<file path="config.mk">
export PLATFORM = sky130hd
export DESIGN_NAME = lpm_inv_skid
export DESIGN_NICKNAME = d
export VERILOG_FILES = /design/src/rtl/lpm_inv_skid.sv
export SDC_FILE = /design/constraint.sdc
export NUM_CORES = 1
export LEC_CHECK = 0
export ABC_AREA = 0
export CORE_AREA = 8 8 45 47
export CTS_CLUSTER_DIAMETER = 40
export DETAILED_ROUTE_END_ITERATION = 8
export DIE_AREA = 0 0 53 55
export MAX_ROUTING_LAYER = met4
export PLACE_DENSITY = 0.53
export SYNTH_ARGS = -nofsm -noshare
export SYNTH_HDL_FRONTEND = slang
export SYNTH_SLANG_ARGS = --single-unit
</file>
<file path="constraint.sdc">
create_clock -name clock -period 1.4 [get_ports clock]
set_input_delay 0.14 -clock clock [delete_from_list [all_inputs] [get_ports clock]]
set_output_delay 0.14 -clock clock [all_outputs]
set_load 0.05 [all_outputs]
</file>
<file path="src/rtl/lpm_inv_skid.sv">
// lpm_inv_skid: two-entry skid buffer that stores each accepted word, optionally
// bit-inverted, and presents it on a registered ready/valid output.
// The head register M drives result. The skid register S catches the one word
// that can arrive while the head is stalled by the downstream side.
module lpm_inv_skid #(
  parameter string lpm_type   = "lpm_inv_skid",
  parameter int    lpm_width  = 1,
  parameter string lpm_invert = "ON",
  parameter string lpm_hint   = "UNUSED"
) (
  input  logic                 clock,
  input  logic                 aclr_n,
  input  logic                 sclr,
  input  logic                 data_valid,
  input  logic [lpm_width-1:0] data,
  output logic                 data_ready,
  output logic                 result_valid,
  output logic [lpm_width-1:0] result,
  input  logic                 result_ready,
  output logic [1:0]           usedw
);

  // Reject configurations that cannot be built. The identification strings
  // only need to be non-empty.
  if ((lpm_width < 1) || (lpm_type == "") || (lpm_hint == "")) begin : g_cfg_error
    $error("lpm_inv_skid: lpm_width must be >= 1 and identification strings non-empty");
  end

  localparam bit INVERT = (lpm_invert == "ON");

  // The occupancy state doubles as the usedw encoding.
  typedef enum logic [1:0] {
    ST_EMPTY = 2'd0,
    ST_ONE   = 2'd1,
    ST_FULL  = 2'd2
  } state_e;

  state_e                 state_q, state_d;
  logic [lpm_width-1:0]   m_q, m_d;
  logic [lpm_width-1:0]   s_q, s_d;
  logic                   result_valid_q, result_valid_d;
  logic                   push;
  logic                   pop;

  // Data transform applied on the way into storage, never on the way out.
  function automatic logic [lpm_width-1:0] f_map(input logic [lpm_width-1:0] x);
    if (INVERT) begin
      f_map = ~x;
    end else begin
      f_map = x;
    end
  endfunction

  // data_ready is the only combinational output. It is forced low while the
  // asynchronous clear is active, so nothing is accepted during reset.
  assign data_ready = aclr_n & (state_q != ST_FULL);
  assign push       = data_valid & data_ready;
  assign pop        = result_valid_q & result_ready;

  // Next-state and datapath selection. sclr wins over any push or pop. A word
  // popped in the sclr cycle has already been delivered. A word pushed in the
  // sclr cycle is discarded. M and S load only on a push (or on the S->M move),
  // so an idle or X data bus never reaches storage.
  always_comb begin
    state_d = state_q;
    m_d     = m_q;
    s_d     = s_q;
    if (sclr) begin
      state_d = ST_EMPTY;
      m_d     = '0;
      s_d     = '0;
    end else begin
      case (state_q)
        ST_EMPTY: begin
          if (push) begin
            m_d     = f_map(data);
            state_d = ST_ONE;
          end else begin
            state_d = ST_EMPTY;
          end
        end
        ST_ONE: begin
          if (push && pop) begin
            m_d     = f_map(data);
            state_d = ST_ONE;
          end else if (push) begin
            s_d     = f_map(data);
            state_d = ST_FULL;
          end else if (pop) begin
            // M keeps its last value. It is simply no longer marked valid.
            state_d = ST_EMPTY;
          end else begin
            state_d = ST_ONE;
          end
        end
        ST_FULL: begin
          if (pop) begin
            m_d     = s_q;
            state_d = ST_ONE;
          end else begin
            state_d = ST_FULL;
          end
        end
        default: begin
          // Unreachable encoding: recover to a clean empty buffer.
          state_d = ST_EMPTY;
          m_d     = '0;
          s_d     = '0;
        end
      endcase
    end
    result_valid_d = (state_d != ST_EMPTY);
  end

  // State and storage registers, cleared immediately by aclr_n.
  always_ff @(posedge clock or negedge aclr_n) begin
    if (!aclr_n) begin
      state_q        <= ST_EMPTY;
      m_q            <= '0;
      s_q            <= '0;
      result_valid_q <= 1'b0;
    end else begin
      state_q        <= state_d;
      m_q            <= m_d;
      s_q            <= s_d;
      result_valid_q <= result_valid_d;
    end
  end

  assign result       = m_q;
  assign result_valid = result_valid_q;
  assign usedw        = state_q;

endmodule

</file>
==> results of run 1 <==
-- cells in the mapped netlist, drive strengths merged --
library cell	number
dfrtp	5
o21ai	2
buf	3
nor3b	1
xor2	1
nand2b	2
a31oi	1
nand3	2
mux2	1
a22o	1
a211oi	2
or2	1
nand3b	1
o21bai	1
nor2	2
nor2b	2
a21boi	1
a21oi	4
nand2	2
o221a	1
and2	3
o32a	1
-- per-layer routing --
layer | vias to the layer above | track usage | routed length [µm]
met5 | - | - | 0
met4 | 0 | 0.0647 | 25
met3 | 3 | 0.0160 | 21
met2 | 8 | 0.111 | 448
met1 | 163 | 0.0947 | 437
li1 | 183 | - | -
-- state kept, by name, summed over array words and instances (netlist names) --
register	cells
result	1
result_valid	1
s_q	1
usedw	2
-- cell type report --
| type | count | area (µm²) | area share |
|---|---|---|---|
| Sequential cell | 5 | 129 | 0.217 |
| Timing Repair Buffer | 17 | 203 | 0.341 |
| Tap cell | 16 | 20.0 | 0.0337 |
| Multi-Input combinational cell | 32 | 216 | 0.364 |
| Clock buffer | 4 | 26.3 | 0.0442 |
-- path summary, 6_finish.rpt --
path / slack (ns) / endpoint / depth (start not counted) / start
setup / recovery: 0.08 / data_ready / 3 / usedw[0]
max in group asynchronous: 0.94 / usedw[0] / 3 / aclr_n
min in group clock: 0.59 / s_q / 2 / s_q
hold reg to reg: 0.59 / s_q / 2 / s_q
hold / removal: 0.25 / result / 2 / aclr_n
setup reg to reg: 0.10 / usedw[0] / 4 / usedw[0]
-- per-stage QoR --
step,hold WS [ns],power [W],worst slack (ns),area (µm²)
after global routing,0.256,0.000579,0.0437,594
final,0.245,0.000547,0.0803,594
after CTS,0.244,0.000552,0.0729,594
after detailed placement,0.505,0.000362,-0.0317,546
after floorplan,-0.156,0.000273,0.0324,365
after global placement,0.513,0.000362,-0.0477,546
-- cell families (layout without fill, tap and decap cells) --
kind of cell | after synthesis | after routing | synth area share
simple gates | 16 | 16 | 0.264
xor+xnor | 1 | 1 | 0.0243
compound gates | 14 | 14 | 0.267
flops | 5 | 5 | 0.347
buf+inv | 3 | 21 | 0.0555
mux | 1 | 1 | 0.0417
-- power by group through the flow --
stage | registers [W] | clock network [W] | logic, W
global route | 0.000172 | 0.000199 | 0.000209
finish | 0.000170 | 0.000181 | 0.000196
global placement | 0.000182 | 0 | 0.000180
CTS | 0.000170 | 0.000185 | 0.000198
detailed placement | 0.000183 | 0 | 0.000180
floorplan | 0.000204 | 0 | 0.0000686
==> results.tsv, run 1 <==
metric	value	unit
vias in the first global route	388	
Routed wire per std cell	12.6	µm
DRC viols	0	
Post-CTS Setup Bufs	3	
Max Cap Violations	0	
worst-path fanout max	3	
crit path kind	reg2out	
cts bufs inserted	3	
Seq pwr share	0.311	
Routed Antenna Nets	0	
post-CTS sizing	0	
Top Ports	11	
combinational power share	0.358	
fin util	0.429	
clk sink count	5	
largest net degree at the start of global routing	10	
Seq cells post-synth	5	
Final setup viols	0	
top achievable clock speed	0.758	GHz
slowest CP cell	dfrtp_2	
Sw Share	0.327	
Final Wtd Congestion	0.739	
worst path cell trace	nand2b_1 -> and2_2 -> buf_12	
Antenna diodes	0	
commonest cells after routing, fill and taps aside	buf_4 (7), clkdlybuf4s50_1 (5), buf_12 (5)	
gr ovfl total	0	
synth warn	0	
Via density	4.82	
RSZ-0062 raised after global routing	false	
DR vias	357	
Area growth syn-to-layout	64.9	%
Layout Skew	0.00399	ns
# port buffers	10	
root buf cell	clkbuf_4	
Tcrit/Tclk final	0.943	
CP required	1.26	ns
clock buffer depth	2	
post-cts hold buffer count	0	
Die Height	55	µm
Internal Dissipation	0.000368	W
post-route insts no fill	74	
Cell Pwr Density	921	nW/µm²
Netlist cell types	24	
post-DP HPWL	688	µm
slowest stage delay, CP	0.40	ns
starting density of the core	0.260	
Crit path buffers/inverters	1	
Worst setup SP type	flip-flop	
Synth top area share	0.347	
Fin. Hold Viols	0	
commonest non-fill, non-tap cell in the layout	buf_4	
Worst slew margin	0.795	
Mapped Cells	40	
WL final	932	µm
cell taking the most area after synthesis	dfrtp_1	
placed insts	67	
TritonCTS clock tree	built	
syn nets	46	
Max IR drop VDD	0.374	mV
cell area after synthesis	360	µm²
Clk Latency, worst-skew pair	0.25	ns
Core Region	1380	µm²
Leakage Power	0.250	nW
global-route wire length before repair	1.65	mm
status	finished, final reports clean	
clock-pin slew on the worst setup and hold paths	0.05	ns
Overall Global Routing Usage	0.0790	
average size of a mapped cell	9.01	µm²
TNS Setup	0	ns
antenna violations before repair	0	
Worst Max-Slew Pin Slew	0.307	ns
top post-synthesis cells by area	dfrtp_1 (35%), a21oi_1 (5.6%), and2_1 (5.2%)	
die area	2920	µm²
Worst path top cell family by delay	flip-flops	
Filler cells	144	
nets@finish	65	
Crit. End Element	primary output	
H-tree depth	1	
Clock power frac	0.330	
Pre-Repair DR Iteration Count	4	
register area share after synthesis	0.347	
NetSw	0.000179	W
Detailed Route Iter0 Violations	2	
# rows	14	
DIE WIDTH	53	µm
Hold Path Class	in2async	
count of pins over their slew limit	0	
critical path arrival	1.18	ns
share of cells above drive strength 1	0.362	
min Tclk post-route	1.32	ns
Note: power is estimated with default switching activity, not from simulation.
==> run 2: changes to the inputs <==
CELL_PAD_IN_SITES_DETAIL_PLACEMENT = 0   (was unset)
CELL_PAD_IN_SITES_GLOBAL_PLACEMENT = 1   (was unset)
PLACE_DENSITY = 0.67   (was 0.53)
SETUP_SLACK_MARGIN = 0.05   (was unset)
==> run 2 against run 1 <==
  * Clock skew up 0.0014 ns
  * Clock power is 11% lower
  * Register-to-register slack is essentially flat
  * Sequential cell count is the same
  * Power shrank 5.1%
  * Final area unchanged
  * Largest cell class unchanged
==> results.tsv, run 2 (synthesized netlist as in run 1, its figures left out) <==
metric	value	unit	change
Final setup viols	0		unchanged
cts bufs inserted	3		unchanged
Pre-Repair DR Iteration Count	4		unchanged
clock-pin slew on the worst setup and hold paths	0.04	ns	about the same
Fin. Hold Viols	0		unchanged
# port buffers	10		unchanged
global-route wire length before repair	1.49	mm	-9.6%
clock buffer depth	2		unchanged
commonest non-fill, non-tap cell in the layout	buf_4		
post-cts hold buffer count	0		unchanged
Final Worst Setup Slack	0.104	ns	+0.0238 ns
gr ovfl total	0		unchanged
WL final	951	µm	+2.0%
DR vias	367		+2.8%
Die Height	55	µm	unchanged
Max IR drop VDD	0.325	mV	-13%
Worst Max-Slew Pin Slew	0.293	ns	-0.0143 ns
RR Startpoint	usedw[0]		
count of pins over their slew limit	0		unchanged
TritonCTS clock tree	built		
Overall Global Routing Usage	0.0728		-0.00612
worst-path fanout max	9		+6
Routed Antenna Nets	0		unchanged
starting density of the core	0.260		unchanged
Core Region	1380	µm²	unchanged
Via density	5.03		+4.2%
H-tree depth	1		unchanged
Leakage Power	0.246	nW	-1.7%
Hold Path Class	in2async		
Final Wtd Congestion	0.710		-3.9%
antenna violations before repair	0		unchanged
largest net degree at the start of global routing	10		unchanged
status	finished, final reports clean		
Pwr Total	0.000519	W	-5.1%
Routed wire per std cell	13.0	µm	+3.4%
root buf cell	clkbuf_4		
DRC viols	0		unchanged
Reg2Reg Depth	4		unchanged
nets@finish	64		-1.5%
vias in the first global route	347		-11%
Crit. End Element	flip-flop		
pre-CTS setup slack	0.00916	ns	+0.0409 ns
die area	2920	µm²	unchanged
commonest cells after routing, fill and taps aside	buf_4 (6), clkdlybuf4s50_1 (5), buf_12 (5)		
Cell Pwr Density	874	nW/µm²	-5.1%
Antenna diodes	0		unchanged
Worst setup SP type	flip-flop		
crit path kind	reg2reg		
share of cells above drive strength 1	0.368		+0.00635
max FFs per register	2		unchanged
min Tclk post-route	1.30	ns	-0.0238 ns
CP required	1.52	ns	+0.26 ns
Detailed Route Iter0 Violations	4		+2
Worst slew margin	0.804		+0.00955
# rows	14		unchanged
Clk Latency, worst-skew pair	0.24	ns	about the same
Max Cap Violations	0		unchanged
clk sink count	5		unchanged
critical path arrival	1.42	ns	+0.24 ns
TNS Setup	0	ns	unchanged
Top Ports	11		unchanged
Tcrit/Tclk final	0.926		-0.0170
Worst R2R End	usedw[0]		
top achievable clock speed	0.772	GHz	+1.8%
Filler cells	143		-0.69%
Area growth syn-to-layout	64.9	%	unchanged
RSZ-0062 raised after global routing	false		
Layout Skew	0.00543	ns	+0.00144 ns
setup slack, reg-to-reg	0.10	ns	about the same
DIE WIDTH	53	µm	unchanged
post-DP HPWL	649	µm	-5.7%
==> run 2: what timing repair did <==
item	4_1_cts	5_1_grt
setup endpoints to repair	1	1
setup buffers	4	0
gates resized for setup	0	1
==> run 2: worst max path at each step <==
| stage | depth (start not counted) | slack (ns) | to | start |
|---|---|---|---|---|
| 3_5_place_dp | 4 | 0.009 | usedw[0] | data_valid |
| 2_1_floorplan | 4 | 0.03 | usedw[0] | usedw[0] |
| 4_1_cts | 3 | 0.08 | data_ready | usedw[0] |
| 5_1_grt | 4 | 0.06 | result | usedw[0] |
| 6_report | 4 | 0.10 | usedw[0] | usedw[0] |
| 3_3_place_gp | 4 | 0.01 | usedw[0] | data_valid |
==> run 2: area by class of cell <==
cell class,count,area (µm²),share of cell area
tap,16,20.0,0.0337
clock buffer,4,26.3,0.0442
timing repair buffer,16,195,0.328
sequential,5,129,0.217
multi-input combinational,32,224,0.377
==> run 2: report_power, final <==
part           total (W)  switching [W]  internal [W]  leakage, nW
clock           0.000161      0.0000539      0.000107       0.0150
sequential      0.000168      0.0000103      0.000158       0.0617
combinational   0.000190      0.0000960     0.0000935        0.169
total           0.000519       0.000160      0.000359        0.246
==> run 2: per-stage QoR <==
step / hold slack [ns] / std cells / area (µm²) / utilization
2_1_floorplan: -0.156 / 40 / 365 / -
3_3_place_gp: 0.498 / 65 / 518 / 0.374
3_5_place_dp: 0.499 / 65 / 518 / 0.374
4_1_cts: 0.249 / 73 / 587 / 0.424
5_1_grt: 0.277 / 73 / 594 / 0.429
6_report: 0.254 / 73 / 594 / 0.429
==> run 2: routing by layer <==
metal / share of wire / wire length [µm] / vias to the layer above / track usage
met5: 0 / 0 / - / -
met4: 0.0063 / 6 / 0 / 0.0259
met1: 0.41 / 387 / 177 / 0.0766
met3: 0.065 / 62 / 2 / 0.0348
met2: 0.52 / 494 / 9 / 0.117
li1: - / - / 179 / -
==> run 2: critical path: stages, from the launching register on <==
cell,delay (ns)
dfrtp_2,0.40
buf_4,0.17
a21boi_1,0.14
mux2_4,0.26
a22o_1,0.20
